[src/rtl/axi_lite_demux_pkg.sv]
// Shared state encodings, response codes and sizing helper for the AXI-lite demux.
package axi_lite_demux_pkg;

  typedef enum logic [1:0] {R_IDLE, R_ADDR, R_DATA, R_ERR} rd_state_t;
  typedef enum logic [1:0] {W_IDLE, W_FWD, W_RESP, W_ERR} wr_state_t;

  localparam logic [1:0] OKAY   = 2'b00;
  localparam logic [1:0] DECERR = 2'b11;

  function automatic int idx_width(input int n);
    return (n > 1) ? $clog2(n) : 1;
  endfunction

endpackage

[src/rtl/axi_addr_decode.sv]
// Base/mask address decoder, combinational; lowest matching slave index wins.
module axi_addr_decode
  import axi_lite_demux_pkg::*;
#(
  parameter int NSLV   = 2,
  parameter int ADDR_W = 32,
  parameter logic [NSLV*ADDR_W-1:0] SLV_BASE = {32'ha000_0000, 32'h8000_0000},
  parameter logic [NSLV*ADDR_W-1:0] SLV_MASK = {32'hf000_0000, 32'hf800_0000},
  localparam int IDX_W = idx_width(NSLV)
) (
  input  logic [ADDR_W-1:0] addr,
  output logic              hit,
  output logic [IDX_W-1:0]  idx
);

  // Scan from the top down so the last (lowest-index) match is the one kept.
  always_comb begin
    hit = 1'b0;
    idx = '0;
    for (int i = NSLV - 1; i >= 0; i--) begin
      if ((addr & SLV_MASK[i*ADDR_W +: ADDR_W]) == SLV_BASE[i*ADDR_W +: ADDR_W]) begin
        hit = 1'b1;
        idx = IDX_W'(i);
      end
    end
  end

endmodule

[src/rtl/axi_lite_demux.sv]
// AXI-lite 1:NSLV demux: 1 cycle master request -> slave valid, 0 cycles slave R/B -> master.
// One outstanding read and one write; masters stall via ready, slaves see valid held until handshake.
module axi_lite_demux
  import axi_lite_demux_pkg::*;
#(
  parameter int NSLV   = 2,
  parameter int ADDR_W = 32,
  parameter int DATA_W = 32,
  parameter logic [NSLV*ADDR_W-1:0] SLV_BASE = {32'ha000_0000, 32'h8000_0000},
  parameter logic [NSLV*ADDR_W-1:0] SLV_MASK = {32'hf000_0000, 32'hf800_0000}
) (
  input  logic                     clk,
  input  logic                     rst,
  input  logic                     m_arvalid,
  output logic                     m_arready,
  input  logic [ADDR_W-1:0]        m_araddr,
  output logic                     m_rvalid,
  input  logic                     m_rready,
  output logic [DATA_W-1:0]        m_rdata,
  output logic [1:0]               m_rresp,
  input  logic                     m_awvalid,
  output logic                     m_awready,
  input  logic [ADDR_W-1:0]        m_awaddr,
  input  logic                     m_wvalid,
  output logic                     m_wready,
  input  logic [DATA_W-1:0]        m_wdata,
  input  logic [DATA_W/8-1:0]      m_wstrb,
  output logic                     m_bvalid,
  input  logic                     m_bready,
  output logic [1:0]               m_bresp,
  output logic [NSLV-1:0]          s_arvalid,
  input  logic [NSLV-1:0]          s_arready,
  output logic [ADDR_W-1:0]        s_araddr,
  input  logic [NSLV-1:0]          s_rvalid,
  output logic [NSLV-1:0]          s_rready,
  input  logic [NSLV*DATA_W-1:0]   s_rdata,
  input  logic [NSLV*2-1:0]        s_rresp,
  output logic [NSLV-1:0]          s_awvalid,
  input  logic [NSLV-1:0]          s_awready,
  output logic [ADDR_W-1:0]        s_awaddr,
  output logic [NSLV-1:0]          s_wvalid,
  input  logic [NSLV-1:0]          s_wready,
  output logic [DATA_W-1:0]        s_wdata,
  output logic [DATA_W/8-1:0]      s_wstrb,
  input  logic [NSLV-1:0]          s_bvalid,
  output logic [NSLV-1:0]          s_bready,
  input  logic [NSLV*2-1:0]        s_bresp
);

  localparam int IDX_W = idx_width(NSLV);

  typedef struct packed {
    logic [ADDR_W-1:0]   addr;
    logic [DATA_W-1:0]   data;
    logic [DATA_W/8-1:0] strb;
  } wr_req_t;

  rd_state_t r_state, r_next;
  wr_state_t w_state, w_next;
  logic [ADDR_W-1:0] raddr;
  logic [IDX_W-1:0]  rsel, wsel, ar_idx, aw_idx;
  logic              ar_hit, aw_hit, ar_take, aw_take;
  logic              aw_done, w_done, aw_fire, w_fire;
  wr_req_t           wreq;

  axi_addr_decode #(.NSLV(NSLV), .ADDR_W(ADDR_W), .SLV_BASE(SLV_BASE), .SLV_MASK(SLV_MASK))
    u_ar_dec (.addr(m_araddr), .hit(ar_hit), .idx(ar_idx));

  axi_addr_decode #(.NSLV(NSLV), .ADDR_W(ADDR_W), .SLV_BASE(SLV_BASE), .SLV_MASK(SLV_MASK))
    u_aw_dec (.addr(m_awaddr), .hit(aw_hit), .idx(aw_idx));

  assign s_araddr = raddr;
  assign s_awaddr = wreq.addr;
  assign s_wdata  = wreq.data;
  assign s_wstrb  = wreq.strb;

  always_ff @(posedge clk or posedge rst) begin
    if (rst) begin
      r_state <= R_IDLE;
      raddr   <= '0;
      rsel    <= '0;
    end else begin
      r_state <= r_next;
      if (ar_take) begin
        raddr <= m_araddr;
        rsel  <= ar_idx;
      end
    end
  end

  // Ready is gated by rst so nothing is accepted while reset is held.
  always_comb begin
    r_next    = r_state;
    ar_take   = 1'b0;
    m_arready = 1'b0;
    s_arvalid = '0;
    s_rready  = '0;
    m_rvalid  = 1'b0;
    m_rdata   = '0;
    m_rresp   = OKAY;
    case (r_state)
      R_IDLE: begin
        m_arready = !rst;
        ar_take   = m_arvalid && !rst;
        if (ar_take) r_next = ar_hit ? R_ADDR : R_ERR;
      end
      R_ADDR: begin
        s_arvalid[rsel] = 1'b1;
        if (s_arready[rsel]) r_next = R_DATA;
      end
      R_DATA: begin
        m_rvalid       = s_rvalid[rsel];
        m_rdata        = s_rdata[rsel*DATA_W +: DATA_W];
        m_rresp        = s_rresp[rsel*2 +: 2];
        s_rready[rsel] = m_rready;
        if (s_rvalid[rsel] && m_rready) r_next = R_IDLE;
      end
      R_ERR: begin
        m_rvalid = 1'b1;
        m_rresp  = DECERR;
        if (m_rready) r_next = R_IDLE;
      end
      default: r_next = R_IDLE;
    endcase
  end

  always_ff @(posedge clk or posedge rst) begin
    if (rst) begin
      w_state <= W_IDLE;
      wreq    <= '0;
      wsel    <= '0;
      aw_done <= 1'b0;
      w_done  <= 1'b0;
    end else begin
      w_state <= w_next;
      if (aw_take) begin
        wreq    <= '{addr: m_awaddr, data: m_wdata, strb: m_wstrb};
        wsel    <= aw_idx;
        aw_done <= 1'b0;
        w_done  <= 1'b0;
      end else if (w_state == W_FWD) begin
        if (aw_fire) aw_done <= 1'b1;
        if (w_fire)  w_done  <= 1'b1;
      end
    end
  end

  // AW and W are only taken together, so the write request is always complete.
  always_comb begin
    w_next    = w_state;
    aw_take   = 1'b0;
    aw_fire   = 1'b0;
    w_fire    = 1'b0;
    m_awready = 1'b0;
    m_wready  = 1'b0;
    s_awvalid = '0;
    s_wvalid  = '0;
    s_bready  = '0;
    m_bvalid  = 1'b0;
    m_bresp   = OKAY;
    case (w_state)
      W_IDLE: begin
        aw_take   = m_awvalid && m_wvalid && !rst;
        m_awready = aw_take;
        m_wready  = aw_take;
        if (aw_take) w_next = aw_hit ? W_FWD : W_ERR;
      end
      W_FWD: begin
        s_awvalid[wsel] = !aw_done;
        s_wvalid[wsel]  = !w_done;
        aw_fire = !aw_done && s_awready[wsel];
        w_fire  = !w_done && s_wready[wsel];
        if ((aw_done || aw_fire) && (w_done || w_fire)) w_next = W_RESP;
      end
      W_RESP: begin
        m_bvalid       = s_bvalid[wsel];
        m_bresp        = s_bresp[wsel*2 +: 2];
        s_bready[wsel] = m_bready;
        if (s_bvalid[wsel] && m_bready) w_next = W_IDLE;
      end
      W_ERR: begin
        m_bvalid = 1'b1;
        m_bresp  = DECERR;
        if (m_bready) w_next = W_IDLE;
      end
      default: w_next = W_IDLE;
    endcase
  end

endmodule

[config.mk]
export PLATFORM = sky130hd
export DESIGN_NAME = axi_lite_demux
export DESIGN_NICKNAME = d
export VERILOG_FILES = /design/src/rtl/axi_lite_demux_pkg.sv /design/src/rtl/axi_addr_decode.sv /design/src/rtl/axi_lite_demux.sv
export SDC_FILE = /design/constraint.sdc
export NUM_CORES = 1
export LEC_CHECK = 0
export ABC_CLOCK_PERIOD_IN_PS = 7200
export BUFFER_PORTS_ARGS = -buffer_cell sky130_fd_sc_hd__buf_2
export CAP_MARGIN = 25
export CORE_ASPECT_RATIO = 1.75
export CORE_MARGIN = 2
export CORE_UTILIZATION = 30
export CTS_BUF_LIST = sky130_fd_sc_hd__clkbuf_2
export DETAILED_ROUTE_END_ITERATION = 6
export HOLD_SLACK_MARGIN = 0.02
export PLACE_DENSITY = 0.6
export RECOVER_POWER = 25
export SYNTH_ARGS = -nofsm -noshare
export SYNTH_HDL_FRONTEND = slang
export SYNTH_HIERARCHICAL = 1
export SYNTH_SLANG_ARGS = --single-unit
[constraint.sdc]
create_clock -name clk -period 7.2 [get_ports clk]
set_clock_uncertainty 0.2 [all_clocks]
set_input_delay 0.72 -clock clk [delete_from_list [all_inputs] [get_ports clk]]
set_output_delay 0.72 -clock clk [all_outputs]
set_load 0.05 [all_outputs]
==> results of run 1 <==
[worst paths after layout]
kind	startpoint	endpoint	slack [ps]	depth (start not counted)
worst max-delay path	rst	r_state[1]	2780	6
worst min-delay path	m_araddr[7]	s_araddr[7]	110	2
worst max register to register	w_state[0]	s_awaddr[28]	4010	3
worst min register to register	s_wdata[30]	s_wdata[30]	330	1
max in group asynchronous	rst	rsel	4030	4
min in group asynchronous	rst	s_awaddr[16]	1140	3
[registers in the layout (all words and copies together) (netlist names)]
register / cells
wsel: 1
w_state: 2
s_wstrb: 4
s_awaddr: 32
s_araddr: 32
aw_done: 1
w_done: 1
s_wdata: 32
r_state: 2
rsel: 1
[final cells by class]
class	instances	share of cell area, %
antenna	1	0.0351
clock buffer	9	0.631
clock inverter	7	1.26
inverter	5	0.281
multi-input combinational	225	31.4
sequential	108	37.9
tap	227	3.98
timing repair buffer	344	24.5
[cells in the final DEF (no fill, tap or decap), types with 3 or more instances in the layout]
cell type and count:
buf_2 338, mux2_4 59, o21a_1 5, nand2b_1 4, inv_1 4, mux2_2 37, mux2i_1 37, nor3b_1 3
dfrtp_1 107, clkbuf_2 9, a21boi_0 3, nand2_1 4, nor2_1 38, mux2_1 9, nor3_1 6
[routing by layer]
metal / vias to the layer above / routed length (microns) / global-route usage, % / share of wire [%]
li1: 1926 / - / - / -
met4: 0 / 252 / 5.74 / 1.7
met3: 14 / 935 / 3.03 / 6.4
met2: 223 / 8130 / 29.6 / 55
met5: - / 0 / 0 / 0
met1: 1898 / 5350 / 15.5 / 36
[power by group through the flow]
stage               clock (uW)  combinational, uW  sequential (uW)
detailed placement           0               2500             1120
global placement             0               2480             1110
global route               354               2580             1140
CTS                        334               2500             1110
floorplan                    0                966             2070
finish                     315               2490             1100
[logic make-up after synthesis]
kind of cell | count (synthesis)
muxes | 142
DFF | 108
and+or+nand+nor | 66
buffers and inverters | 28
AOI/OAI and AO/OA | 17
[critical path, cell delays in order]
cell           delay (ps)
dlygate4sd3_1         520
clkbuf_1              260
clkinvlp_2           1740
buf_4                1000
a32oi_1               310
o211ai_1              100
[metrics by stage]
step / power (uW) / hold WS, ps / instances
after floorplan: 3040 / 288 / 361
after global placement: 3600 / 268 / 907
after detailed placement: 3620 / 276 / 907
after CTS: 3940 / 34.2 / 924
after global routing: 4080 / 28.4 / 926
final: 3900 / 114 / 926
[timing repair]
item	4_1_cts	5_1_grt
hold buffers	1	0
hold endpoints to repair	41	0
gates resized for setup	0	0
==> flow_metrics.tcl, run 1 <==
set metrics [dict create \
    crit_fanout 61 \
    final_util_pct 41.9 \
    htree_levels 3 \
    dieHeight_microns 178 \
    worstPathArrival_ps 4730 \
    synth.net_count 550 \
    ios 340 \
    placed_cell_area_sq_mm 0.00701 \
    layout_setup_ws_ps 2780 \
    area_delta_synth_final_pct 36.8 \
    cts_buffers 9 \
    syn_inst 361 \
    finalSetupTns_ps 0 \
    port_buffers 339 \
    core_sq_mm 0.0170 \
    drtIter0Drc 116 \
    leakage_uw 0.00382 \
    design_area_sq_mm 0.00714 \
    violations "capacitance limit, slew limit" \
    yosysSeqAreaShare_pct 51.8 \
    drv_slew 86 \
    via_count 4061 \
    nNetsFinal 882 \
    grtUsageTotal_pct 15.0 \
    synth_cell_types 33 \
    die_area_sq_mm 0.0185 \
    grt_first_pass_wirelength_microns 21400 \
    relSlewSlack_pct -47.1 \
    multi_input_area_sq_mm 0.00224 \
    place_hpwl_microns 11500 \
    clockBufferDepth 2 \
    dr.pass1.iters 4 \
    synth_edf_count 0 \
    cts_setup_buffers 0 \
    power_density_mw_per_mm2 547 \
    synth_top_family_by_area "multiplexers" \
    clockRootBuffer "clkbuf_2" \
    fp.dieW_microns 104 \
    drt_wl_total_microns 14700 \
    gr-total-overflow 0 \
    post_synth.cell_area_avg_sq_um 14.5 \
    ys_dominant_reg_cell "dfrtp_1" \
    wl_per_cell_microns 15.8 \
    post-route-period-util_pct 61.4 \
    hold_viol 0 \
    synth_top_cell_by_area "dfrtp_1" \
    synth-adder-area-share_pct 0 \
    pre_cts_ws_ps 4090 \
    crit_path_start_kind "input pin" \
    rsz0062_at_grt "no" \
    drive_above_1_share_pct 65.5 \
    vias_per_cell 4.39 \
    yosys.area.top_type_share_pct 51.8 \
    synth_mux_area_share_pct 34.5 \
    synth_area_leaders "dfrtp_1 (52%), mux2_4 (19%), mux2_2 (8.0%)" \
    synth_common_cells "dfrtp_1 (108), mux2_4 (66), nor2_1 (38)" \
    min-delay-path-class "in -> reg" \
    num-fill-cells 1723 \
    status "finished with violations" \
    worst_pin_slew_ps 2190 \
    netlist_area_sq_mm 0.00522 \
    seq_power_share_pct 28.2 \
    critPathKind "in -> reg" \
    max-vdd-ir-drop_v 0.000260 \
    gp_congestion 0.849 \
    initial_utilization_pct 30.6 \
    path_clk_slew_ps 310 \
    finalSetupViolations 0 \
    grt_pass1_vias 4141 \
    min_period_ps 4420 \
    synth-async-reset-ratio_pct 100 \
    drv_cap 2 \
    ant_nets 0 \
    synth.most_common_cell "dfrtp_1" \
    cts.sinks 108 \
    clkPwrFrac_pct 8.1 \
    fmax_ghz 0.226 \
    yosys.area_share.simple_pct 6.76 \
    synth-compound-area-share_pct 2.42 \
    cp-end-kind "flip-flop" \
    synth_xor_area_share_pct 0 \
    tritoncts "built" \
    rows 63 \
    switching_share_pct 55.6 \
    ys_warn_count 6 \
    required_ps 7500 \
    comb_power_share_pct 63.7 \
    grt_max_degree 62 \
    drc_errors 0 \
    antenna_found_initial 1 \
    worst_skew_pair.late_latency_ps 570 \
    p_int_uw 1730 \
    final-seq-area_sq_mm 0.00270 \
    p_switching_uw 2170 \
    ys_ff_latch 108 \
]
Power figures use the tool's default switching activity.
==> run 2, diff against run 1 <==
--- a/config.mk
+++ b/config.mk
@@ -5,7 +5,7 @@
 export SDC_FILE = /design/constraint.sdc
 export NUM_CORES = 1
 export LEC_CHECK = 0
-export ABC_CLOCK_PERIOD_IN_PS = 7200
+export ABC_CLOCK_PERIOD_IN_PS = 4300
 export BUFFER_PORTS_ARGS = -buffer_cell sky130_fd_sc_hd__buf_2
 export CAP_MARGIN = 25
 export CORE_ASPECT_RATIO = 1.75
==> constraint.sdc (replaced) <==
create_clock -name clk -period 4.3 [get_ports clk]
set_clock_uncertainty 0.2 [all_clocks]
set_input_delay 0.43 -clock clk [delete_from_list [all_inputs] [get_ports clk]]
set_output_delay 0.43 -clock clk [all_outputs]
set_load 0.05 [all_outputs]
==> flow_metrics.tcl, run 2 (synthesis gave the netlist of run 1 again) <==
set metrics [dict create \
    drive_above_1_share_pct 57.9 \
    whs_ps 114 \
    fmax_ghz 0.288 \
    cpMaxStageDelayCell "clkinvlp_2" \
    dr.pass1.iters 4 \
    crit_fanout 31 \
    power_uw 6550 \
    grt_pass1_vias 4768 \
    tritoncts "built" \
    grt_max_degree 42 \
    p_int_uw 2870 \
    min-delay-path-class "in -> reg" \
    max_stage_delay_ps 1260 \
    comb_power_share_pct 65.4 \
    clkPwrFrac_pct 6.4 \
    htree_levels 3 \
    path_clk_slew_ps 270 \
    drtIter0Drc 121 \
    fp.dieW_microns 104 \
    placedCellCount 910 \
    place_hpwl_microns 11700 \
    finalSetupViolations 0 \
    layout_setup_ws_ps 823 \
    dieHeight_microns 178 \
    cts.sinks 108 \
    crit_path_frequent_cell "dlygate4sd3_1" \
    gp_congestion 0.809 \
    rows 63 \
    vias_per_cell 4.39 \
    wl_per_cell_microns 15.2 \
    die_area_sq_mm 0.0185 \
    clockBufferDepth 2 \
    drc_errors 0 \
    area_delta_synth_final_pct 57.8 \
    worstPathCellList "dlygate4sd3_1 -> clkbuf_1 -> clkinvlp_2 -> a32oi_1 -> o211ai_1 -> dlygate4sd3_1" \
    pre_cts_ws_ps 1620 \
    nNetsFinal 994 \
    port_buffers 339 \
    initial_utilization_pct 30.6 \
    drv_cap 1 \
    ant_nets 0 \
    ios 340 \
    violations "capacitance limit, slew limit" \
    fin_cells 1039 \
    gr-total-overflow 0 \
    grt_first_pass_wirelength_microns 24500 \
    mostFrequentLayoutCell "buf_2" \
    crit_path_start_kind "input pin" \
    power_density_mw_per_mm2 795 \
    seq_power_share_pct 28.3 \
    critPathKind "in -> reg" \
    final_cell_mix "buf_2 (338), dlygate4sd3_1 (111), dfrtp_1 (107)" \
    status "finished with violations" \
    worst_pin_slew_ps 1500 \
    critical-path-top-delay-family "buffers and inverters" \
    hold_viol 0 \
    cts_buffers 9 \
    max-vdd-ir-drop_v 0.000424 \
    finalSetupTns_ps 0 \
    min_period_ps 3480 \
    cts_resized 0 \
    p_switching_uw 3670 \
    cp_num_buf_inv 4 \
    grtUsageTotal_pct 16.9 \
    antenna_found_initial 2 \
    drt_wl_total_microns 15800 \
    cp-end-kind "flip-flop" \
    worstPathArrival_ps 3790 \
    relSlewSlack_pct -0.320 \
    clockRootBuffer "clkbuf_2" \
    rsz0062_at_grt "no" \
    switching_share_pct 56.1 \
    core_sq_mm 0.0170 \
    cts_setup_buffers 0 \
    drv_slew 1 \
    leakage_uw 0.00431 \
    required_ps 4610 \
    post-route-period-util_pct 80.9 \
    worst_skew_pair.late_latency_ps 590 \
    via_count 4563 \
]
## run 2: metrics by stage
step | instance area, sq um | utilization, %
4_1_cts | 8240 | 48.4
2_1_floorplan | 5220 | -
6_report | 8230 | 48.4
3_3_place_gp | 7040 | 41.3
5_1_grt | 8230 | 48.4
3_5_place_dp | 7040 | 41.3
## run 2: repair_timing
item | CTS | global route
hold buffers | 111 | 0
hold endpoints to repair | 136 | 0
endpoints found under the setup margin | 0 | 0
## run 2: layout make-up
cell class                 instances  area [sq um]
sequential                       108          2700
fill                            1582          8790
clock inverter                     6          38.8
clock buffer                      10          50.0
inverter                           5          20.0
timing repair buffer             456          2850
antenna                            2          5.00
multi-input combinational        225          2280
tap                              227           284
## run 2: path summary, 6_finish.rpt
path,start,to,slack (ps),cells past startpoint
max in group asynchronous,rst,rsel,1640,4
min reg2reg,s_araddr[29],s_araddr[29],330,1
max reg2reg,wsel,w_state[1],1620,5
min in group asynchronous,rst,s_awaddr[16],610,3
min,s_arready[1],r_state[0],110,4
max,rst,r_state[1],820,6
## run 2: routing by layer
| layer | vias to the layer above | part of all wire (%) | global-route usage, % |
|---|---|---|---|
| li1 | 2156 | - | - |
| met1 | 2138 | 36 | 17.0 |
| met2 | 238 | 55 | 32.7 |
| met3 | 31 | 6.3 | 4.02 |
| met4 | 0 | 3.1 | 7.94 |
| met5 | - | 0 | 0 |
## run 2: power groups by stage
| stage | clock [uW] | combinational [uW] | sequential (uW) |
|---|---|---|---|
| 2_1_floorplan | 0 | 1620 | 3470 |
| 3_3_place_gp | 0 | 4160 | 1860 |
| 3_5_place_dp | 0 | 4190 | 1870 |
| 4_1_cts | 450 | 4300 | 1850 |
| 5_1_grt | 491 | 4440 | 1930 |
| 6_report | 417 | 4280 | 1850 |
## run 2: tightest hold or removal path, delay by kind of cell
kind	cells	cell delay, ps
AOI/OAI and AO/OA	2	250
buffers and inverters	1	70
muxes	1	150
==> run 3, diff against run 2 <==
--- a/config.mk
+++ b/config.mk
@@ -5,7 +5,7 @@
 export SDC_FILE = /design/constraint.sdc
 export NUM_CORES = 1
 export LEC_CHECK = 0
-export ABC_CLOCK_PERIOD_IN_PS = 4300
+export ABC_CLOCK_PERIOD_IN_PS = 3600
 export BUFFER_PORTS_ARGS = -buffer_cell sky130_fd_sc_hd__buf_2
 export CAP_MARGIN = 25
 export CORE_ASPECT_RATIO = 1.75
==> constraint.sdc (replaced) <==
create_clock -name clk -period 3.6 [get_ports clk]
set_clock_uncertainty 0.2 [all_clocks]
set_input_delay 0.36 -clock clk [delete_from_list [all_inputs] [get_ports clk]]
set_output_delay 0.36 -clock clk [all_outputs]
set_load 0.05 [all_outputs]
==> flow_metrics.tcl, run 3 (synthesis gave the netlist of run 1 again) <==
set metrics [dict create \
    final_cell_mix "buf_2 (338), dlygate4sd3_1 (114), dfrtp_1 (107)" \
    r2r_start "wsel" \
    fp.dieW_microns 104 \
    top_layer "met4" \
    reg2reg_slack_ps 890 \
    post-route-period-util_pct 85.7 \
    grt_pass1_vias 4845 \
    rsz0062_at_grt "no" \
    wl_met2_microns 9070 \
    worstPathArrival_ps 2530 \
    dieHeight_microns 178 \
    drc_errors 0 \
    grt_first_pass_wirelength_microns 24600 \
    htree_levels 3 \
    place_hpwl_microns 11700 \
    crit_fanout 30 \
    hold_viol 0 \
    cpMaxStageDelayCell "dfrtp_2" \
    min-delay-path-class "in -> reg" \
    status "finished with violations" \
    num-fill-cells 1589 \
    max-vdd-ir-drop_v 0.000449 \
    ant_nets 0 \
    vias_per_cell 4.36 \
    drv_cap 1 \
    drive_above_1_share_pct 57.8 \
    clockBufferDepth 2 \
    antenna_found_initial 2 \
    finalSetupTns_ps 0 \
    cts.sinks 108 \
    power_density_mw_per_mm2 960 \
    hold_path_end "rsel" \
    worst_pin_slew_ps 1670 \
    crit_path_start_kind "flip-flop" \
    gp_congestion 0.903 \
    critPathKind "reg -> out" \
    path_clk_slew_ps 270 \
    ios 340 \
    die_area_sq_mm 0.0185 \
    finalSetupViolations 0 \
    cp-end-kind "output pin" \
    wl_per_cell_microns 15.5 \
    cp_num_buf_inv 2 \
    area_delta_synth_final_pct 59.6 \
    holdCritStartpoint "m_arvalid" \
    violations "capacitance limit, slew limit" \
    port_buffers 339 \
    worstPathCellList "inv_1 -> nor3_1 -> buf_2" \
    grt_max_degree 67 \
    met3WireLength_microns 1020 \
    cts_buffers 9 \
    mostFrequentLayoutCell "buf_2" \
    clockRootBuffer "clkbuf_2" \
    core_sq_mm 0.0170 \
    hold_depth 5 \
    rows 63 \
    drt_wl_total_microns 16200 \
    final_util_pct 48.9 \
    whs_ps 244 \
    critical-path-top-delay-family "flip-flops" \
    r2r-end "w_state[1]" \
    r2r_cells 5 \
    max_stage_delay_ps 940 \
    min_period_ps 3090 \
    leakage_uw 0.00436 \
    tritoncts "built" \
    grtUsageTotal_pct 17.0 \
    drtIter0Drc 122 \
    nNetsFinal 997 \
    dr.pass1.iters 4 \
    met1_length_microns 5760 \
    gr-total-overflow 0 \
    drv_slew 67 \
    initial_utilization_pct 30.6 \
    worst_skew_pair.late_latency_ps 590 \
    required_ps 3040 \
    via_count 4540 \
    relSlewSlack_pct -11.3 \
    fmax_ghz 0.324 \
]
[run 3: worst register-to-register path, delay by kind of cell, from the launching register on]
kind | cells | cell delay (ps)
compound gates | 2 | 320
mux | 1 | 410
buf+inv | 2 | 1100
flops | 1 | 660
[run 3: layout make-up]
class                   instances  area [sq um]  share of cell area (%)
inverters                       5          21.3                   0.255
diodes                          2          5.00                  0.0601
clock inverters                 6          86.3                    1.04
repair buffers                459          2890                    34.7
clock buffers                  10          50.0                   0.601
multi-input cells             225          2280                    27.4
flip-flops and latches        108          2700                    32.5
well taps                     227           284                    3.41
[run 3: worst max path at each step]
stage / from / end / slack (ps) / depth (start not counted)
CTS: rsel / s_rready[1] / 410 / 3
detailed placement: rsel / s_rready[1] / 1190 / 3
floorplan: rst / aw_done / 180 / 1
finish: rsel / s_rready[1] / 510 / 3
global route: rsel / s_rready[1] / 320 / 3
global placement: rsel / s_rready[1] / 1210 / 3
[run 3: report_power, final]
part           switching (uW)  internal [uW]  leakage (uW)
clock                     410            235     0.0000844
combinational            3590           1550       0.00298
sequential                410           1800       0.00130
[run 3: layer usage]
layer	GRT usage, %	vias up
met4	7.38	0
met2	33.1	238
met5	0	-
met1	17.3	2122
li1	-	2160
met3	3.76	20
[run 3: metrics by stage]
stage	cell area (sq um)	instances	total power, uW	setup slack [ps]
after CTS	8340	1040	8040	410
after floorplan	5220	361	6080	176
after global routing	8330	1042	8360	317
after global placement	7060	910	7210	1210
final	8330	1042	7990	515
after detailed placement	7060	910	7250	1190
[run 3: timing repair]
| item | in CTS | in global routing |
|---|---|---|
| resized for setup | 0 | 0 |
| endpoints found under the hold margin | 150 | 0 |
| hold buffers | 114 | 0 |
| buffers inserted | 0 | 0 |
